## config.mk

```make
export PLATFORM = sky130hd
export DESIGN_NAME = branch_resolver
export DESIGN_NICKNAME = d
export VERILOG_FILES = /design/src/rtl/cpu_pkg.sv /design/src/rtl/branch_hazard_detect.sv /design/src/rtl/branch_resolver.sv
export SDC_FILE = /design/constraint.sdc
export NUM_CORES = 1
export LEC_CHECK = 0
export ABC_AREA = 1
export BUFFER_PORTS_ARGS = -buffer_cell sky130_fd_sc_hd__buf_2
export CORE_MARGIN = 1
export CORE_UTILIZATION = 30
export DETAILED_ROUTE_END_ITERATION = 12
export PLACE_DENSITY = 0.56
export SLEW_MARGIN = 25
export SYNTH_ARGS = -nofsm -noshare
export SYNTH_HDL_FRONTEND = slang
export SYNTH_HIERARCHICAL = 1
export SYNTH_SLANG_ARGS = --single-unit
```

## constraint.sdc

```tcl
create_clock -name clk -period 1.3 [get_ports clk]
set_input_delay 0.195 -clock clk [delete_from_list [all_inputs] [get_ports clk]]
set_output_delay 0.195 -clock clk [all_outputs]
set_load 0.05 [all_outputs]
```

## src/rtl/cpu_pkg.sv

```systemverilog
// Shared CPU definitions: datapath widths, branch-type encoding and the
// branch resolver's FSM states.
package cpu_pkg;

  localparam int ADDR_W = 19;
  localparam int REG_AW = 3;

  typedef enum logic [1:0] {
    BR_NONE = 2'b00,
    BR_BEQ  = 2'b01,
    BR_BNE  = 2'b10,
    BR_JMP  = 2'b11
  } br_type_t;

  typedef enum logic [1:0] {
    S_IDLE     = 2'b00,
    S_WAIT     = 2'b01,
    S_REDIRECT = 2'b10
  } br_state_t;

endpackage

```

## src/rtl/branch_hazard_detect.sv

```systemverilog
// Combinational check for whether a conditional branch in ID still depends on
// a result being produced in EX or loaded in MEM. Register 0 never hazards.
module branch_hazard_detect
  import cpu_pkg::*;
(
  input  logic [1:0]        br_type,
  input  logic [REG_AW-1:0] rs1,
  input  logic [REG_AW-1:0] rs2,
  input  logic              ex_regwrite,
  input  logic [REG_AW-1:0] ex_rd,
  input  logic              mem_memread,
  input  logic [REG_AW-1:0] mem_rd,
  output logic              haz
);

  br_type_t bt;
  logic     is_cond;
  logic     ex_hit;
  logic     mem_hit;

  assign bt      = br_type_t'(br_type);
  assign is_cond = (bt == BR_BEQ) || (bt == BR_BNE);
  assign ex_hit  = ex_regwrite && (ex_rd != '0) && ((ex_rd == rs1) || (ex_rd == rs2));
  assign mem_hit = mem_memread && (mem_rd != '0) && ((mem_rd == rs1) || (mem_rd == rs2));
  assign haz     = is_cond && (ex_hit || mem_hit);

endmodule

```

## src/rtl/branch_resolver.sv

```systemverilog
// Decode-stage branch resolution: stalls on operand hazards, then issues a
// one-cycle redirect + IF/ID flush for taken branches. Define BRANCH_STATS_EN
// to build the saturating branch/taken statistics counters.
module branch_resolver
  import cpu_pkg::*;
#(
  parameter int MAX_WAIT = 3
) (
  input  logic              clk,
  input  logic              rst,
  input  logic              id_valid,
  input  logic [1:0]        id_br_type,
  input  logic [ADDR_W-1:0] id_pc,
  input  logic [ADDR_W-1:0] id_offset,
  input  logic [REG_AW-1:0] id_rs1,
  input  logic [REG_AW-1:0] id_rs2,
  input  logic              zero,
  input  logic              ex_regwrite,
  input  logic [REG_AW-1:0] ex_rd,
  input  logic              mem_memread,
  input  logic [REG_AW-1:0] mem_rd,
  output logic              stall,
  output logic              redirect_valid,
  output logic [ADDR_W-1:0] redirect_pc,
  output logic              flush_if,
  output logic              hazard_err,
  output logic [15:0]       br_total_cnt,
  output logic [15:0]       br_taken_cnt
);

  localparam int WCW = $clog2(MAX_WAIT + 2);

  br_state_t         state, next_state;
  br_type_t          bt;
  logic              haz_raw;
  logic              br;
  logic              taken;
  logic              eval;
  logic [ADDR_W-1:0] target_q;
  logic [WCW-1:0]    wait_cnt;

  branch_hazard_detect u_haz (
    .br_type     (id_br_type),
    .rs1         (id_rs1),
    .rs2         (id_rs2),
    .ex_regwrite (ex_regwrite),
    .ex_rd       (ex_rd),
    .mem_memread (mem_memread),
    .mem_rd      (mem_rd),
    .haz         (haz_raw)
  );

  assign bt    = br_type_t'(id_br_type);
  assign br    = id_valid && (bt != BR_NONE);
  assign taken = (bt == BR_JMP) || ((bt == BR_BEQ) && zero) || ((bt == BR_BNE) && !zero);

  always_ff @(posedge clk or posedge rst) begin
    if (rst) state <= S_IDLE;
    else     state <= next_state;
  end

  // ID contents are only trusted in IDLE/WAIT; in REDIRECT they are wrong-path.
  // Stall is also forced low during reset so every output reads 0 immediately.
  always_comb begin
    next_state = state;
    stall      = 1'b0;
    eval       = 1'b0;
    case (state)
      S_IDLE, S_WAIT: begin
        if (!br) begin
          next_state = S_IDLE;
        end else if (haz_raw) begin
          stall      = !rst;
          next_state = S_WAIT;
        end else begin
          eval       = 1'b1;
          next_state = taken ? S_REDIRECT : S_IDLE;
        end
      end
      S_REDIRECT: next_state = S_IDLE;
      default:    next_state = S_IDLE;
    endcase
  end

  always_ff @(posedge clk or posedge rst) begin
    if (rst)                target_q <= '0;
    else if (eval && taken) target_q <= id_pc + id_offset;
  end

  assign redirect_valid = (state == S_REDIRECT);
  assign flush_if       = (state == S_REDIRECT);
  assign redirect_pc    = target_q;

  // The error fires on the stalled cycle that pushes the count past MAX_WAIT.
  always_ff @(posedge clk or posedge rst) begin
    if (rst) begin
      wait_cnt   <= '0;
      hazard_err <= 1'b0;
    end else if (stall) begin
      if (wait_cnt <= WCW'(MAX_WAIT)) wait_cnt <= wait_cnt + 1'b1;
      if (wait_cnt >= WCW'(MAX_WAIT)) hazard_err <= 1'b1;
    end else begin
      wait_cnt <= '0;
    end
  end

`ifdef BRANCH_STATS_EN
  logic [15:0] total_q;
  logic [15:0] taken_q;

  always_ff @(posedge clk or posedge rst) begin
    if (rst) begin
      total_q <= '0;
      taken_q <= '0;
    end else if (eval) begin
      if (total_q != 16'hFFFF)           total_q <= total_q + 16'd1;
      if (taken && taken_q != 16'hFFFF)  taken_q <= taken_q + 16'd1;
    end
  end

  assign br_total_cnt = total_q;
  assign br_taken_cnt = taken_q;
`else
  assign br_total_cnt = '0;
  assign br_taken_cnt = '0;
`endif

endmodule

```

# Word level (Yosys, flattened, before mapping)
# Cells that the tools add are included.
# W data, S select, Z words.
[classes] addsub=2 order_cmp=2 n_eq_ne=10 muxes=12 n_reduce_logical=23
[ops] operator="$add A19 B19 Y19" n=1
[ops] operator="$eq A3 B3 Y1" n=4
[ops] operator="$logic_and A1 B1 Y1" n=9
[ops] operator="$mux W2" n=4
[ops] operator="$eq A2 B2 Y1 const B" n=3
[ops] operator="$logic_or A1 B1 Y1" n=6
[ops] operator="$mux W1" n=6
[ops] operator="$mux W3" n=2
[ops] operator="$reduce_bool A3 Y1" n=2
[ops] operator="$eq A2 B1 Y1 const B" n=2
[ops] operator="$add A3 B1 Y3 const B" n=1
[ops] operator="$ge A3 B2 Y1 const B" n=1
[ops] operator="$le A3 B2 Y1 const B" n=1
[ops] operator="$logic_not A1 Y1" n=2
[ops] operator="$logic_not A2 Y1" n=1
[ops] operator="$ne A2 B1 Y1 const B" n=1
[ops] operator="$reduce_and A2 Y1" n=1
[ops] operator="$reduce_bool A2 Y1" n=1
[ops] operator="$reduce_or A2 Y1" n=1
[word_totals] regBits=25 input_bits=58 output_inout_bits=55 word_cells=53

# Depth between registers and ports, before layout
[depth] depth_word=9 ltp_mapped=13 ltp_nobuf=13

# By module
# The synthesis kept the hierarchy.
[modules_own_cells] mod="branch_resolver" instances=1 cells_per_inst=332 area_per_inst_um2=2292.2 seq_area_each_um2=625.6
[modules_own_cells] mod="branch_hazard_detect" instances=1 cells_per_inst=51 area_per_inst_um2=235.2 seq_area_each_um2=0.0

# Worst setup path after synthesis
# No wires, ideal clock.
[synth_path] kind="input -> register" start="in id_rs2[2]" end="reg wait_cnt[0]" setup_time_ps=78 arrival_time_ps=1562 required_time_ps=1222 setup_slack_ps=-340 cell_stages=13 path_buffers=0 cell_sequence="inv_1 > nand2_1 > nand2_1 > nand3_1 > nand2_1 > nand2_1 > a21oi_2 > inv_1 > nor3_2 > nand2_1 > inv_1 > o21ai_1 > a21oi_1"
[synth_between] elab_chain_len=9 word_cells_on_any_way=13 classes_between="3 x eq/ne; 4 x mux; 6 x reduce/logical"
[synth_rtl] item="start: declaration" line_no="branch_resolver.sv:16" source="input logic [REG_AW-1:0] id_rs2,"
[synth_rtl] item="$eq A3 B3 Y1, on equally long branches" line_no="branch_hazard_detect.sv:23, branch_hazard_detect.sv:24"
[synth_rtl] item="$logic_or A1 B1 Y1, on equally long branches" line_no="branch_hazard_detect.sv:23, branch_hazard_detect.sv:24"
[synth_rtl] item="$logic_and A1 B1 Y1, on equally long branches" line_no="branch_hazard_detect.sv:23, branch_hazard_detect.sv:24"
[synth_rtl] item="$logic_or A1 B1 Y1 (*)" line_no="branch_hazard_detect.sv:25" source="assign haz = is_cond && (ex_hit || mem_hit);"
[synth_rtl] item="$logic_and A1 B1 Y1 (*)" line_no="branch_hazard_detect.sv:25"
[synth_rtl] item="net haz_raw" line_no="branch_resolver.sv:35" source="logic haz_raw;"
[synth_rtl] item="$mux W1 (*)" line_no="branch_resolver.sv:72" source="end else if (haz_raw) begin"
[synth_rtl] item="$mux W1 (*)" line_no="branch_resolver.sv:70" source="if (!br) begin"
[synth_rtl] item="$mux W1 (*)" line_no="branch_resolver.sv:68" source="case (state)"
[synth_rtl] item="net stall" line_no="branch_resolver.sv:22" source="output logic stall,"
[synth_rtl] item="$ne A2 B1 Y1 (no source line) or $mux W3 (tied branches)"
[synth_rtl] item="end signal: assignment" line_no="branch_resolver.sv:100" source="if (wait_cnt <= WCW'(MAX_WAIT)) wait_cnt <= wait_cnt + 1'b1;"
[synth_rtl] item="end: declaration" line_no="branch_resolver.sv:40" source="logic [WCW-1:0] wait_cnt;"
# The timed path passes the listed nets; every way through them passes the cells marked *.
# A chain may end at the register's enable or synchronous reset.

# Final worst setup path
[layout_path] start="in ex_rd[1]" end="out stall"
[layout_between] elab_chain_len=8 word_cells_on_any_way=11 classes_between="2 x eq/ne; 3 x mux; 6 x reduce/logical"
[layout_rtl] item="start: declaration" line_no="branch_resolver.sv:19" source="input logic [REG_AW-1:0] ex_rd,"
[layout_rtl] item="$eq A3 B3 Y1 or $reduce_bool A3 Y1 (tied branches)" line_no="branch_hazard_detect.sv:23" source="assign ex_hit = ex_regwrite && (ex_rd != '0) && ((ex_rd == rs1) || (ex_rd == rs2));"
[layout_rtl] item="$logic_or A1 B1 Y1 or $logic_and A1 B1 Y1 (tied branches)" line_no="branch_hazard_detect.sv:23"
[layout_rtl] item="$logic_and A1 B1 Y1 (*)" line_no="branch_hazard_detect.sv:23"
[layout_rtl] item="$logic_or A1 B1 Y1 (*)" line_no="branch_hazard_detect.sv:25"
[layout_rtl] item="$logic_and A1 B1 Y1 (*)" line_no="branch_hazard_detect.sv:25"
[layout_rtl] item="net haz_raw" line_no="branch_resolver.sv:35"
[layout_rtl] item="$mux W1 (*)" line_no="branch_resolver.sv:72"
[layout_rtl] item="$mux W1 (*)" line_no="branch_resolver.sv:70"
[layout_rtl] item="$mux W1 (*)" line_no="branch_resolver.sv:68"
[layout_rtl] item="end: declaration" line_no="branch_resolver.sv:22"
# Marked as above.

==> results.cfg <==
[global_route]
overflow = 0
grt_pass1_wl_um = 11200
grt_usage = 0.158
grt_pass1_vias = 2626
grt_max_degree = 26
antenna_found_initial = 0

[route]
wire_per_inst_um = 10.6
drtAntennaViolNets = 0
vias_per_cell = 4.30
route.detailed.drc = 0
dr.first_iter.drc_count = 63
via_count = 2655
wirelength_um = 6550
drt_pre_antenna_iters = 4

[power]
p_per_area_nw_per_um2 = 1010
irDropWorstVdd_v = 0.000372
power_w = 0.00389
power_leakage_nw = 2.14

[floorplan]
start_util = 0.309
core_area_um2 = 8180
fp.dieW_um = 93.8
pin_count = 113
dieArea_um2 = 8800
die-height_um = 93.8
num_rows = 33

[worst_setup_path]
r2r_end = redirect_pc[10]$_DFFE_PP0P_
crit_buf_inv = 4
critPathSlowestCell = nor3_4
cpMostUsedCell = nand2_2
crit_fanout = 4
r2r_slack_ps = -50
crit_required_ps = 1110
critPathMaxStageDelay_ps = 180
rr_worst_depth = 7
worstSetupPathType = input port to primary output
r2r-start = state[1]$_DFF_PP0_
startpoint_type = input port
crit_chain = buf_12 > xnor2_4 > nand3_2 > nand2_2 > nand2_2 > a21oi_2 > inv_2 > nor3_4 > nand2_2 > clkinvlp_4 > buf_8
arrival_ps = 1420
cp_top_family = simple AND/OR/NAND/NOR gates
crit_path_end_kind = primary output

[placed_design]
post-place-ws_ps = -451
globalplace.congestion = 0.808
dpl.hpwl_um = 5020
numPortBuffers = 80

[clocking]
cts_tree = built
htree_levels = 1
insertion_delay_ps = 270
clk_path_buf_depth = 2
cts_made_buffers = 3
cts_sinks = 25
clk_transition_reported_paths_ps = 90
cts-root-buf = clkbuf_8
holdBufCountCts = 0

[timing]
setup_violations = 25
fin_crit_sh = 1.24
hold_violations = 0
achievable-frequency_ghz = 0.620
layout_min_cycle_time_ps = 1610
fin_worst_skew_ps = 1.37
drv_slew = 0
setup_ws_ps = -312
rsz0062_at_grt = true

[status]
failed_checks = negative setup slack
outcome = complete, but fails checks

[finish]
diodes = 0
layout.nets = 593
syn_to_final_growth_pct = 52.8
drive_gt1_frac = 0.407

[yosys]
synth_area_per_cell_um2 = 6.60
yosysSeqAreaShare = 0.248
synth.distinct_cells = 32
netlist_area_um2 = 2530
ys_seq_elements = 25
yosysTopAreaCellShare = 0.248
synth_top_cell_by_area = dfrtp_1
ys_warn_count = 6
yosys-top-cells-area = dfrtp_1 25%, nand2_1 20%, ha_1 9.9%, buf_4 9.8%, inv_1 6.8%
netlist_instances = 383

[worst_hold_path]
worstHoldPathType = input port to asynchronous set/reset pin

[flow_run]
drv_cap = 0
==> state kept, by name (all words and copies together) (netlist names) <==
name,count
redirect_pc,19
wait_cnt,3
state,2
hazard_err,1
==> worst max-delay path by stage <==
stage | from | end | depth (start not counted)
6_report | ex_rd[1] | stall | 11
2_1_floorplan | id_rs2[2] | wait_cnt[0]$_DFFE_PP0P_ | 13
4_1_cts | id_rs2[1] | stall | 11
5_1_grt | ex_rd[1] | stall | 11
3_5_place_dp | ex_rd[1] | stall | 11
3_3_place_gp | ex_rd[1] | stall | 11
==> worst register-to-register path: stages (launching register included) <==
cell	delay, ps
dfrtp_1	410
inv_1	130
nand4_1	140
buf_6	170
buf_12	140
buf_16	130
nand2_1	60
nand2_1	50
==> cell families after synthesis <==
logic type / Yosys count / share of synthesized area
flops: 25 / 0.248
other cells: 1 / 0.00148
compound gates: 42 / 0.0891
buf+inv: 85 / 0.186
simple gates: 197 / 0.328
xor+xnor: 12 / 0.0416
fa+ha+maj: 21 / 0.107
==> cell usage in the layout (no fill, tap or decap), drive strengths merged, types with 4 or more instances in the layout <==
master	count
inv	48
ha	20
xnor2	10
dfrtp	25
nand2	136
conb	32
o21ai	17
nor2	21
nand3	29
a21oi	21
nor3	4
buf	130
nand3b	4
==> power by group <==
part	switching [W]	internal, W
Sequential	0.000109	0.000961
Combinational	0.00159	0.000763
Clock	0.000248	0.000214
==> stage by stage <==
stage,instance area [µm²],hold WS (ps),TNS [ps],utilization,instances
after floorplan,2750,87.3,-837,-,414
after global placement,3280,319,-7040,0.402,599
after detailed placement,3280,320,-7170,0.402,599
after CTS,3760,21.6,-4910,0.461,616
after global routing,3860,48.2,-7770,0.472,618
final,3860,6.99,-5110,0.472,618
==> synthesized netlist by cell type <==
| master | n |
|---|---|
| xnor2_1 | 10 |
| nor3_1 | 3 |
| inv_8 | 1 |
| a21oi_2 | 1 |
| ha_1 | 20 |
| o21bai_1 | 1 |
| nand4_1 | 1 |
| buf_6 | 1 |
| a31oi_1 | 1 |
| nand2_2 | 1 |
| buf_2 | 1 |
| nor2_1 | 20 |
| o31a_2 | 1 |
| xor2_1 | 2 |
| nand3_1 | 26 |
| fa_1 | 1 |
| clkbuf_8 | 1 |
| conb_1 | 1 |
| inv_1 | 46 |
| nand2_1 | 135 |
| dfrtp_1 | 25 |
| and2_1 | 2 |
| inv_2 | 2 |
| nor2_2 | 1 |
| nor3_2 | 1 |
| o21ai_1 | 5 |
| buf_4 | 33 |
| nand3b_1 | 4 |
| o21ai_0 | 12 |
| a21oi_1 | 20 |
| nand3_2 | 3 |
| o31ai_1 | 1 |
==> area by class of cell <==
| cell class | instances | area, µm² |
|---|---|---|
| Tap cell | 105 | 131 |
| Multi-Input combinational cell | 304 | 1840 |
| Fill cell | 831 | 4310 |
| Inverter | 49 | 209 |
| Timing Repair inverter | 1 | 11.3 |
| Timing Repair Buffer | 130 | 1000 |
| Clock buffer | 3 | 41.3 |
| Sequential cell | 25 | 626 |
| Clock inverter | 1 | 5.00 |
==> repair_timing <==
action,4_1_cts,5_1_grt
hold endpoints to repair,0,0
pin swaps,25,15
cloned,5,0
setup endpoints to repair,14,27
gates resized for setup,71,28
buffers inserted,11,5
==> layer usage <==
metal / global-route usage / wire length [µm]
met5: 0 / 0
met4: 0.0474 / 79
met3: 0.00890 / 268
met2: 0.288 / 3180
met1: 0.199 / 3030
(Power assumes the default switching activity.)
